<file path="src/rtl/cla_pkg.sv">
// cla_pkg: shared types and sizing helper for the pipelined CLA adder/subtractor
package cla_pkg;
  typedef enum logic {OP_ADD, OP_SUB} cla_op_e;
  typedef struct packed {logic p; logic g;} cla_pg_t;
  function automatic int cla_groups(input int width, input int block);
    return width / block;
  endfunction
endpackage

</file>
<file path="src/rtl/cla_group_nbit.sv">
// cla_group_nbit: BLOCK-bit lookahead group; a/b/cin in, sum plus group propagate p and generate g out
module cla_group_nbit #(
  parameter int BLOCK = 4
) (
  input  logic [BLOCK-1:0] a,
  input  logic [BLOCK-1:0] b,
  input  logic             cin,
  output logic [BLOCK-1:0] sum,
  output logic             p,
  output logic             g
);
  logic [BLOCK-1:0] bp, bg, c;
  assign bp = a ^ b;
  assign bg = a & b;
  assign sum = bp ^ c;
  always_comb begin
    c = '0;
    c[0] = cin;
    for (int i = 0; i < BLOCK - 1; i++) c[i+1] = bg[i] | bp[i] & c[i];
    p = &bp;
    g = 1'b0;
    for (int i = 0; i < BLOCK; i++) g = bg[i] | bp[i] & g;
  end
endmodule

</file>
<file path="src/rtl/pipelined_cla_addsub.sv">
// pipelined_cla_addsub: elastic STAGES-deep carry-lookahead add/sub.
// Ports: clk, rst (async, active-high); in_valid/in_ready/in_a/in_b/in_cin/in_sub beat in;
// out_valid/out_ready/out_sum/out_cout result out. PIPELINED_CLA_FLAGS_EN adds out_zero/out_neg/out_ovf.
module pipelined_cla_addsub
  import cla_pkg::*;
#(
  parameter int WIDTH  = 32,
  parameter int BLOCK  = 4,
  parameter int STAGES = 2
) (
  input  logic             clk,
  input  logic             rst,
  input  logic             in_valid,
  output logic             in_ready,
  input  logic [WIDTH-1:0] in_a,
  input  logic [WIDTH-1:0] in_b,
  input  logic             in_cin,
  input  logic             in_sub,
  output logic             out_valid,
  input  logic             out_ready,
  output logic [WIDTH-1:0] out_sum,
  output logic             out_cout
`ifdef PIPELINED_CLA_FLAGS_EN
  ,
  output logic             out_zero,
  output logic             out_neg,
  output logic             out_ovf
`endif
);
  localparam int G   = cla_groups(WIDTH, BLOCK);
  localparam int GPS = G / STAGES;
  localparam int SW  = GPS * BLOCK;
  localparam int L   = STAGES - 1;
  if (WIDTH % BLOCK != 0 || STAGES < 1 || STAGES > G || G % STAGES != 0) begin : g_bad_cfg
    $error("pipelined_cla_addsub: WIDTH/BLOCK/STAGES combination not supported");
  end
  logic             sub;
  logic [STAGES-1:0] v, vi, ld, ci, co, c_q;
  logic [WIDTH-1:0] ai [STAGES];
  logic [WIDTH-1:0] bi [STAGES];
  logic [WIDTH-1:0] si [STAGES];
  logic [WIDTH-1:0] sd [STAGES];
  logic [WIDTH-1:0] a_q [STAGES];
  logic [WIDTH-1:0] b_q [STAGES];
  logic [WIDTH-1:0] s_q [STAGES];
  logic [G-1:0]     gcin;
  cla_pg_t [G-1:0]  gpg;
  logic [WIDTH-1:0] gsum;
  assign sub = cla_op_e'(in_sub) == OP_SUB;
  // Stage s works on the operands/partial sum held by stage s-1; ld[s] means stage s may load.
  always_comb begin
    ai[0] = in_a;
    bi[0] = sub ? ~in_b : in_b;
    ci[0] = sub | in_cin;
    si[0] = '0;
    vi[0] = in_valid;
    for (int s = 1; s < STAGES; s++) begin
      ai[s] = a_q[s-1];
      bi[s] = b_q[s-1];
      ci[s] = c_q[s-1];
      si[s] = s_q[s-1];
      vi[s] = v[s-1];
    end
    ld = '0;
    ld[L] = !v[L] | out_ready;
    for (int s = L - 1; s >= 0; s--) ld[s] = !v[s] | ld[s+1];
  end
  // Group carries from group P/G; the unrolled chain flattens into two-level lookahead per stage.
  always_comb begin
    logic run;
    run = 1'b0;
    gcin = '0;
    co = '0;
    for (int g = 0; g < G; g++) begin
      gcin[g] = (g % GPS == 0) ? ci[g/GPS] : run;
      run = gpg[g].g | gpg[g].p & gcin[g];
      co[g/GPS] = run;
    end
  end
  always_comb begin
    for (int s = 0; s < STAGES; s++) begin
      sd[s] = si[s];
      sd[s][s*SW +: SW] = gsum[s*SW +: SW];
    end
  end
  for (genvar i = 0; i < G; i++) begin : g_grp
    cla_group_nbit #(.BLOCK(BLOCK)) u_grp (
      .a  (ai[i/GPS][i*BLOCK +: BLOCK]),
      .b  (bi[i/GPS][i*BLOCK +: BLOCK]),
      .cin(gcin[i]),
      .sum(gsum[i*BLOCK +: BLOCK]),
      .p  (gpg[i].p),
      .g  (gpg[i].g)
    );
  end
  always_ff @(posedge clk or posedge rst) begin
    if (rst) begin
      v <= '0;
      c_q <= '0;
      for (int s = 0; s < STAGES; s++) begin
        a_q[s] <= '0;
        b_q[s] <= '0;
        s_q[s] <= '0;
      end
    end else begin
      for (int s = 0; s < STAGES; s++) begin
        if (ld[s]) begin
          v[s] <= vi[s];
          a_q[s] <= ai[s];
          b_q[s] <= bi[s];
          s_q[s] <= sd[s];
          c_q[s] <= co[s];
        end
      end
    end
  end
  assign in_ready  = ld[0];
  assign out_valid = v[L];
  assign out_sum   = s_q[L];
  assign out_cout  = c_q[L];
`ifdef PIPELINED_CLA_FLAGS_EN
  // Carry into the MSB is recovered as sum ^ a ^ b at that bit.
  always_ff @(posedge clk or posedge rst) begin
    if (rst) begin
      out_zero <= 1'b0;
      out_neg <= 1'b0;
      out_ovf <= 1'b0;
    end else if (ld[L]) begin
      out_zero <= sd[L] == '0;
      out_neg <= sd[L][WIDTH-1];
      out_ovf <= co[L] ^ sd[L][WIDTH-1] ^ ai[L][WIDTH-1] ^ bi[L][WIDTH-1];
    end
  end
`endif
endmodule
</file>
<file path="config.mk">
export PLATFORM = sky130hd
export DESIGN_NAME = pipelined_cla_addsub
export DESIGN_NICKNAME = d
export VERILOG_FILES = /design/src/rtl/cla_pkg.sv /design/src/rtl/cla_group_nbit.sv /design/src/rtl/pipelined_cla_addsub.sv
export SDC_FILE = /design/constraint.sdc
export NUM_CORES = 1
export LEC_CHECK = 0
export CAP_MARGIN = 10
export CORE_MARGIN = 2
export CORE_UTILIZATION = 50
export DETAILED_ROUTE_END_ITERATION = 10
export MAX_ROUTING_LAYER = met4
export PLACE_DENSITY = 0.88
export SLEW_MARGIN = 20
export SYNTH_ARGS = -nofsm -noshare
export SYNTH_HDL_FRONTEND = slang
export SYNTH_SLANG_ARGS = --single-unit
</file>
<file path="constraint.sdc">
create_clock -name clk -period 4.85 [get_ports clk]
set_clock_uncertainty 0.05 [all_clocks]
set_input_delay 0.97 -clock clk [delete_from_list [all_inputs] [get_ports clk]]
set_output_delay 0.97 -clock clk [all_outputs]
set_load 0.05 [all_outputs]
</file>
==> results of run 1 <==
[worst max-delay path by stage]
stage,slack [ps],endpoint,start
floorplan,740,s_q[47],in_sub
global placement,560,s_q[47],in_b[1]
detailed placement,430,s_q[47],in_b[0]
CTS,820,s_q[47],in_b[0]
global route,710,s_q[47],in_b[1]
finish,820,s_q[47],in_b[0]
[synthesized netlist by cell type, types with 3 or more instances]
library cell and count:
nand3_1 4, o21ai_0 10, nor2_1 39, fa_1 24, a211oi_1 3, o21ai_1 3, dfrtp_1 84, mux2_1 42
nor2b_1 4, a21oi_1 40, clkbuf_1 4, nand2_1 12, ha_1 32, xnor2_1 19, buf_2 11, inv_1 29
buf_4 35, xor2_1 21
[state kept, by name (all words and copies together) (netlist names)]
signal   cells
b_q         16
s_q         16
c_q          2
a_q         16
v            2
out_sum     32
[worst register-to-register path: stages (launching register included)]
cell	delay (ps)
dfrtp_1	390
ha_1	300
a211oi_1	240
nor2_1	110
o41ai_2	340
o21bai_1	180
fa_1	440
fa_1	400
fa_1	430
mux2_1	290
[final cells by class]
cell class              count  area, µm²
fillers                   790       3670
multi-input cells         276       2410
flip-flops and latches     84       2100
repair buffers            108       1080
well taps                 133        166
clock buffers              12        135
inverters                  29        110
clock inverters             3       15.0
[metrics by stage]
stage	utilization	total power [mW]
detailed placement	0.606	2.25
global placement	0.606	2.20
CTS	0.621	2.67
global route	0.621	2.80
finish	0.621	2.64
floorplan	-	1.98
[where the power goes]
group          leakage (nW)  internal [mW]  switching [mW]
Sequential            0.968          0.893           0.117
Clock                0.0800          0.181           0.237
Combinational          1.56          0.476           0.733
[per-layer routing]
layer  part of all wire  vias up
li1                   -     1557
met5                  0        -
met2               0.52       91
met3              0.059       19
met4              0.018        0
met1               0.40     1596
[logic make-up after synthesis]
| family | share of synthesized area |
|---|---|
| XOR/XNOR | 0.0708 |
| adder cells (fa/ha/maj) | 0.178 |
| buffers and inverters | 0.0892 |
| flip-flops | 0.425 |
| AND/OR/NAND/NOR | 0.0594 |
| AO/OA/AOI/OAI | 0.0824 |
| multiplexers | 0.0956 |
[cells in the final DEF (no fill, tap or decap), drive strengths merged]
cell type / instances
nor2: 39
a21oi: 40
a31o: 1
a211oi: 3
o21a: 1
clkbuf: 12
dfrtp: 84
and4: 1
clkinv: 4
a21o: 2
fa: 24
a31oi: 2
inv: 28
buf: 6
nor3: 1
o41ai: 1
or2: 1
ha: 32
xnor2: 19
nor2b: 4
nand2: 13
clkdlybuf4s50: 102
o211ai: 2
nand3: 4
a21boi: 1
xor2: 21
mux2: 42
and3: 1
o22ai: 2
nand2b: 2
o21bai: 1
o2bb2ai: 1
o21ai: 13
nand4: 2
==> impl_metrics.env, run 1 <==
export IMPL_setup_viol=0
export IMPL_yosysUniqueCellTypes=36
export IMPL_pwr_density_cell_nw_per_um2=438
export IMPL_fin_crit_sh=0.832
export IMPL_maxSlewViolCount=0
export IMPL_synth_largest_area_cell="dfrtp_1"
export IMPL_synthArstFlopShare=1.00
export IMPL_initial_core_util=0.511
export IMPL_max_slew_margin=0.403
export IMPL_cts_hold_buf=0
export IMPL_die_w_um=103
export IMPL_rr_worst_depth=9
export IMPL_path_cells="clkdlybuf4s50_1 -> xor2_1 -> ha_1 -> o211ai_2 -> a21boi_2 -> o211ai_1 -> a31o_1 -> nor2b_1 -> fa_1 -> fa_1 -> fa_1 -> xor2_1 -> a21oi_1"
export IMPL_placed_area_um2=5870
export IMPL_final_cell_area_um2=6020
export IMPL_cts_tree="built"
export IMPL_grt_start_max_net_pins=86
export IMPL_path_clk_slew_ps=80
export IMPL_die_h_um=103
export IMPL_reg2reg_to="out_sum[26]"
export IMPL_place_ws_ps=430
export IMPL_cap_violations=0
export IMPL_grt_use_met2=0.340
export IMPL_via_per_inst=5.06
export IMPL_synthCells=439
export IMPL_synth_edff_count=0
export IMPL_num_antenna_cells=0
export IMPL_gr_usage_met3=0.0403
export IMPL_ios=105
export IMPL_rsz0062_at_grt="no"
export IMPL_tightest_slew_ps=894
export IMPL_cpLargestDelayFamily="adder cells"
export IMPL_r2r_start="a_q[48]"
export IMPL_min_delay_start="out_sum[27]"
export IMPL_clk_latency_ps=360
export IMPL_slowest_delay_ps=440
export IMPL_synthFlopType="dfrtp_1"
export IMPL_grt_pass1_vias=3487
export IMPL_clock_fmax_ghz=0.248
export IMPL_hold_viol=0
export IMPL_clk_path_buf_depth=2
export IMPL_crit_buf_inv=1
export IMPL_ys_warnings_count=0
export IMPL_place_inst=630
export IMPL_cp_end_kind="register"
export IMPL_ys_ff_latch=84
export IMPL_synth_area_leaders="dfrtp_1 42%, fa_1 9.7%, mux2_1 9.6%, ha_1 8.1%, buf_4 5.3%"
export IMPL_critPathMostFrequentCell="fa_1"
export IMPL_layout_cells_non_filler=645
export IMPL_cts_resized=0
export IMPL_slowest_stage="fa_1"
export IMPL_syn_num_nets=565
export IMPL_path_max_fanout=2
export IMPL_totalWireLength_um=9530
export IMPL_drtAntennaViolNets=0
export IMPL_hold_path_end="out_sum[27]"
export IMPL_p_leak_nw=2.61
export IMPL_first_iter_violations=53
export IMPL_firstDrtPassIters=4
export IMPL_hold_depth=2
export IMPL_numCtsBuffers=9
export IMPL_grtUsageTotal=0.197
export IMPL_wire_per_inst_um=14.8
export IMPL_port_buffers=104
export IMPL_status="complete, no violations"
export IMPL_antenna_found_initial=0
export IMPL_rrSetupSlack_ps=1580
export IMPL_cp_required_ps=5000
export IMPL_dpl_hpwl_um=7320
export IMPL_finalWeightedCongestion=0.865
export IMPL_clock_sinks=84
export IMPL_grt_pass1_wl_um=15500
export IMPL_gr_total_overflow=0
export IMPL_top_usage_layer="met2"
export IMPL_layout_nets=634
export IMPL_root_buffer="clkbuf_8"
export IMPL_route_detailed_drc=0
export IMPL_design_core_area_um2=9680
export IMPL_syn_mean_instance_area_um2=11.3
export IMPL_synth_area_um2=4950
export IMPL_holdWs_ps=434
export IMPL_synth_seq_area_share=0.425
export IMPL_grt_util_met1=0.222
export IMPL_final_min_clock_period_ps=4030
export IMPL_drive_gt1_frac=0.0469
export IMPL_critPathKind="input port to register"
export IMPL_post_cts_setup_buffer_count=0
export IMPL_fin_setup_tns_ps=0
export IMPL_peakVddDrop_v=0.000181
export IMPL_yosysTopAreaCellShare=0.425
export IMPL_timing_final_ws_setup_ps=816
export IMPL_cp_depth=13
export IMPL_syn_to_final_growth_pct=21.6
export IMPL_vias=3263
export IMPL_crit_arrival_ps=4190
export IMPL_die_area_um2=10700
export IMPL_hold_class="register to register"
export IMPL_start_kind="input port"
export IMPL_row_count=36
export IMPL_ctsHtreeMaxLevel=3
Note: power is estimated with default switching activity, not from simulation.
==> run 2, diff against run 1 <==
==> constraint.sdc (replaced) <==
create_clock -name clk -period 3.92 [get_ports clk]
set_clock_uncertainty 0.05 [all_clocks]
set_input_delay 0.784 -clock clk [delete_from_list [all_inputs] [get_ports clk]]
set_output_delay 0.784 -clock clk [all_outputs]
set_load 0.05 [all_outputs]
==> run 2 against run 1 <==
Against the previous run: sequential share of layout area down 0.81 points; cell count is 1.1% higher; sequential cell count did not move; non-clock buffer count grew 6; combinational power grew 25%; power up 30%; sequential power increased by 24%; hold slack gained 3.4 ps; routed wire length rose by 2.0%; setup slack worse by 630 ps; register-to-register slack got worse by 940 ps; largest cell class unchanged.
==> impl_metrics.env, run 2 (synthesized netlist as in run 1, its figures left out) <==
export IMPL_ctsHtreeMaxLevel=3
export IMPL_layout_common_cells="102 x clkdlybuf4s50_1, 84 x dfrtp_1, 42 x mux2_1"
export IMPL_root_buffer="clkbuf_8"
export IMPL_critPathKind="input port to register"
export IMPL_grt_pass1_wl_um=15800
export IMPL_tightest_slew_ps=678
export IMPL_clock_fmax_ghz=0.268
export IMPL_layout_cells_non_filler=652
export IMPL_numCtsBuffers=9
export IMPL_cap_violations=0
export IMPL_fillCellCount=769
export IMPL_start_kind="input port"
export IMPL_grt_use_met2=0.348
export IMPL_cts_resized=0
export IMPL_cts_tree="built"
export IMPL_dpl_hpwl_um=7420
export IMPL_totalWireLength_um=9720
export IMPL_rsz0062_at_grt="no"
export IMPL_post_cts_setup_buffer_count=0
export IMPL_cp_end_kind="register"
export IMPL_row_count=36
export IMPL_hold_class="register to register"
export IMPL_p_leak_nw=2.68
export IMPL_fin_util=0.636
export IMPL_grt_pass1_vias=3498
export IMPL_num_antenna_cells=0
export IMPL_drtAntennaViolNets=0
export IMPL_ios=105
export IMPL_initial_core_util=0.511
export IMPL_clk_path_buf_depth=2
export IMPL_largest_reg_flops=32
export IMPL_vias=3293
export IMPL_grt_util_met1=0.229
export IMPL_layout_nets=640
export IMPL_cts_hold_buf=0
export IMPL_design_core_area_um2=9680
export IMPL_die_w_um=103
export IMPL_grtUsageTotal=0.199
export IMPL_hold_viol=0
export IMPL_path_max_fanout=2
export IMPL_finalWeightedCongestion=0.868
export IMPL_max_slew_margin=0.547
export IMPL_crit_arrival_ps=3960
export IMPL_wire_per_inst_um=14.9
export IMPL_via_per_inst=5.05
export IMPL_place_inst=636
export IMPL_die_h_um=103
export IMPL_maxSlewViolCount=0
export IMPL_drive_gt1_frac=0.0655
export IMPL_antenna_found_initial=0
export IMPL_gr_total_overflow=0
export IMPL_first_iter_violations=43
export IMPL_die_area_um2=10700
export IMPL_peakVddDrop_v=0.000244
export IMPL_top_usage_layer="met2"
export IMPL_cp_required_ps=4150
export IMPL_path_clk_slew_ps=80
export IMPL_clk_latency_ps=360
export IMPL_holdWs_ps=438
export IMPL_setup_viol=0
export IMPL_route_detailed_drc=0
export IMPL_final_common_cell="clkdlybuf4s50_1"
export IMPL_syn_to_final_growth_pct=24.5
export IMPL_gr_usage_met3=0.0309
export IMPL_clock_sinks=84
export IMPL_placed_area_um2=5940
export IMPL_final_min_clock_period_ps=3730
export IMPL_firstDrtPassIters=4
export IMPL_status="complete, no violations"
export IMPL_final_cell_area_um2=6160
export IMPL_fin_crit_sh=0.952
export IMPL_rrSetupSlack_ps=640
export IMPL_port_buffers=104
export IMPL_pwr_density_cell_nw_per_um2=558
export IMPL_grt_start_max_net_pins=86
## run 2: power by group
group / switching (mW) / internal [mW] / total [mW]
registers: 0.145 / 1.10 / 1.25
clock network: 0.302 / 0.376 / 0.677
logic: 0.912 / 0.599 / 1.51
total: 1.36 / 2.08 / 3.44
## run 2: worst paths after layout
kind                                to  cells after the start  startpoint
min                               v[1]                      1        v[0]
max reg2reg                out_sum[30]                      9     a_q[48]
max in group asynchronous      s_q[39]                      3         rst
max                            s_q[47]                     13     in_b[0]
min in group asynchronous      b_q[49]                      2         rst
min reg2reg                       v[1]                      1        v[0]
## run 2: layer usage
metal	share of wire	vias up
li1	-	1577
met3	0.055	15
met1	0.42	1607
met2	0.51	94
met5	0	-
met4	0.018	0
## run 2: worst max-delay path: stages
cell,delay [ps]
clkdlybuf4s50_1,420
xor2_1,170
ha_1,310
o211ai_2,100
a21boi_2,210
o211ai_1,120
a31o_1,250
nor2b_1,150
fa_2,370
fa_2,370
fa_1,400
xor2_1,150
a21oi_1,150
## run 2: stage by stage
| step | power [mW] | setup WS (ps) | setup TNS [ps] |
|---|---|---|---|
| floorplan | 2.45 | 28.0 | 0 |
| global placement | 2.74 | -156 | -257 |
| detailed placement | 2.79 | -274 | -636 |
| CTS | 3.47 | 102 | 0 |
| global route | 3.64 | 19.0 | 0 |
| finish | 3.44 | 186 | 0 |
## run 2: area by class of cell
| class | instances | area [µm²] | area share |
|---|---|---|---|
| clock buffers | 12 | 145 | 0.0236 |
| clock inverters | 4 | 72.6 | 0.0118 |
| inverters | 29 | 110 | 0.0179 |
| multi-input cells | 276 | 2420 | 0.393 |
| flip-flops and latches | 84 | 2100 | 0.341 |
| well taps | 133 | 166 | 0.0270 |
| repair buffers | 114 | 1150 | 0.186 |
==> run 3, diff against run 2 <==
--- a/config.mk
+++ b/config.mk
@@ -6,11 +6,13 @@
 export NUM_CORES = 1
 export LEC_CHECK = 0
 export CAP_MARGIN = 10
+export CELL_PAD_IN_SITES_DETAIL_PLACEMENT = 2
+export CELL_PAD_IN_SITES_GLOBAL_PLACEMENT = 2
 export CORE_MARGIN = 2
-export CORE_UTILIZATION = 50
+export CORE_UTILIZATION = 33
 export DETAILED_ROUTE_END_ITERATION = 10
 export MAX_ROUTING_LAYER = met4
-export PLACE_DENSITY = 0.88
+export PLACE_DENSITY = 0.89
 export SLEW_MARGIN = 20
 export SYNTH_ARGS = -nofsm -noshare
 export SYNTH_HDL_FRONTEND = slang
==> run 3 against run 2 <==
Against the previous run: register-to-register slack got worse by 30 ps; combinational power increased by 3%; critical path depth fell by 1; maximum frequency is 0.80% lower; setup slack got worse by 30 ps; via count grew 2.6%; sequential cell count unchanged; core utilization is 21 points lower; die area rose by 49%; routed wire length is 30% higher.
==> impl_metrics.env, run 3 (synthesized netlist as in run 1, its figures left out) <==
export IMPL_critPathKind="input port to register"
export IMPL_die_w_um=126
export IMPL_hold_viol=0
export IMPL_largest_reg_flops=32
export IMPL_rrSetupSlack_ps=610
export IMPL_maxSlewViolCount=0
export IMPL_root_buffer="clkbuf_16"
export IMPL_final_min_clock_period_ps=3760
export IMPL_dpl_hpwl_um=9680
export IMPL_p_leak_nw=2.71
export IMPL_rr_worst_depth=9
export IMPL_finalWeightedCongestion=0.819
export IMPL_die_area_um2=16000
export IMPL_first_iter_violations=160
export IMPL_critPathCapture="s_q[47]"
export IMPL_ctsHtreeMaxLevel=3
export IMPL_clk_path_buf_depth=2
export IMPL_cts_hold_buf=0
export IMPL_route_detailed_drc=0
export IMPL_clk_latency_ps=340
export IMPL_ios=105
export IMPL_row_count=44
export IMPL_placed_area_um2=5960
export IMPL_gr_total_overflow=0
export IMPL_path_clk_slew_ps=60
export IMPL_totalWireLength_um=12600
export IMPL_vias=3379
export IMPL_hold_class="register to register"
export IMPL_wire_per_inst_um=17.9
export IMPL_crit_arrival_ps=3900
export IMPL_final_common_cell="clkdlybuf4s50_1"
export IMPL_layout_nets=640
export IMPL_syn_to_final_growth_pct=27.1
export IMPL_p_sw_frac=0.388
export IMPL_firstDrtPassIters=4
export IMPL_clock_sinks=84
export IMPL_clock_power_share=0.245
export IMPL_cp_required_ps=4060
export IMPL_drive_gt1_frac=0.0674
export IMPL_place_ws_ps=-384
export IMPL_numCtsBuffers=9
export IMPL_port_buffers=104
export IMPL_grt_pass1_wl_um=20500
export IMPL_rsz0062_at_grt="no"
export IMPL_timing_final_ws_setup_ps=156
export IMPL_die_h_um=126
export IMPL_r2r_start="a_q[48]"
export IMPL_status="complete, no violations"
export IMPL_design_core_area_um2=14600
export IMPL_antenna_found_initial=1
export IMPL_seqPwrFrac=0.339
export IMPL_clock_fmax_ghz=0.266
export IMPL_fin_crit_sh=0.960
export IMPL_grt_pass1_vias=4045
export IMPL_drtAntennaViolNets=0
export IMPL_cp_end_kind="register"
export IMPL_max_slew_margin=0.396
export IMPL_start_kind="input port"
export IMPL_tightest_slew_ps=906
export IMPL_grt_start_max_net_pins=86
export IMPL_via_per_inst=4.80
export IMPL_pwr_density_cell_nw_per_um2=593
export IMPL_initial_core_util=0.339
export IMPL_layout_common_cells="102 x clkdlybuf4s50_1, 84 x dfrtp_1, 42 x mux2_1"
export IMPL_p_int_mw=2.28
export IMPL_cap_violations=0
export IMPL_final_cell_area_um2=6290
export IMPL_cts_tree="built"
export IMPL_fin_setup_tns_ps=0
export IMPL_reg2reg_to="out_sum[26]"
export IMPL_pwr_share_comb=0.416
export IMPL_totalPowerFinal_mw=3.73
export IMPL_grtUsageTotal=0.171
export IMPL_peakVddDrop_v=0.000226
export IMPL_critPathLaunch="in_b[7]"
export IMPL_path_max_fanout=3
export IMPL_power_switching_mw=1.45
export IMPL_setup_viol=0
## run 3: changes by cell type in the layout (fill, tap and decap cells not counted), sizes merged
cell	change
clkinvlp	-1
clkbuf	-1
diode	+1
clkinv	+2
## run 3: layer usage
| metal | share of wire | vias to the layer above | global-route usage |
|---|---|---|---|
| met3 | 0.044 | 14 | 0.0321 |
| met5 | 0 | - | - |
| met1 | 0.39 | 1708 | 0.177 |
| met2 | 0.55 | 79 | 0.319 |
| li1 | - | 1578 | - |
| met4 | 0.019 | 0 | 0.0659 |
## run 3: critical path, cell delays in order
cell	delay [ps]
clkdlybuf4s50_1	470
xor2_1	260
ha_1	250
and4_1	250
o211ai_1	120
a31o_1	260
nor2b_1	160
fa_2	350
fa_2	350
fa_1	410
xor2_1	150
a21oi_1	80
## run 3: worst min path at each step
stage	depth (start not counted)	slack (ps)	end	start
after floorplan	2	400	out_sum[16]	out_sum[16]
after global placement	2	420	out_sum[31]	out_sum[31]
after detailed placement	1	430	out_sum[30]	out_sum[30]
after CTS	1	440	out_sum[9]	s_q[41]
after global routing	1	460	out_sum[24]	out_sum[24]
final	1	440	out_sum[9]	s_q[41]
## run 3: what timing repair did
action,CTS,global route
resized for setup,1,1
setup endpoints to repair,1,2
setup buffers,0,0
cloned,0,0
pin swaps,1,4
## run 3: power groups by stage
stage	sequential (mW)	clock, mW	combinational (mW)
finish	1.26	0.912	1.55
global route	1.30	0.970	1.67
CTS	1.27	0.942	1.58
detailed placement	1.29	0	1.57
global placement	1.26	0	1.50
floorplan	1.23	0	1.22
## run 3: metrics by stage
step	hold WS (ps)	utilization	instances
after floorplan	401	-	439
after global placement	416	0.409	687
after detailed placement	433	0.409	687
after CTS	443	0.431	703
after global routing	463	0.431	704
final	442	0.431	704
## run 3: final cells by class
type                    count  area (µm²)
fillers                  1497        8300
multi-input cells         276        2420
flip-flops and latches     84        2100
repair buffers            114        1110
clock buffers              11         243
well taps                 184         230
inverters                  29         110
clock inverters             5        75.1
diodes                      1        2.50
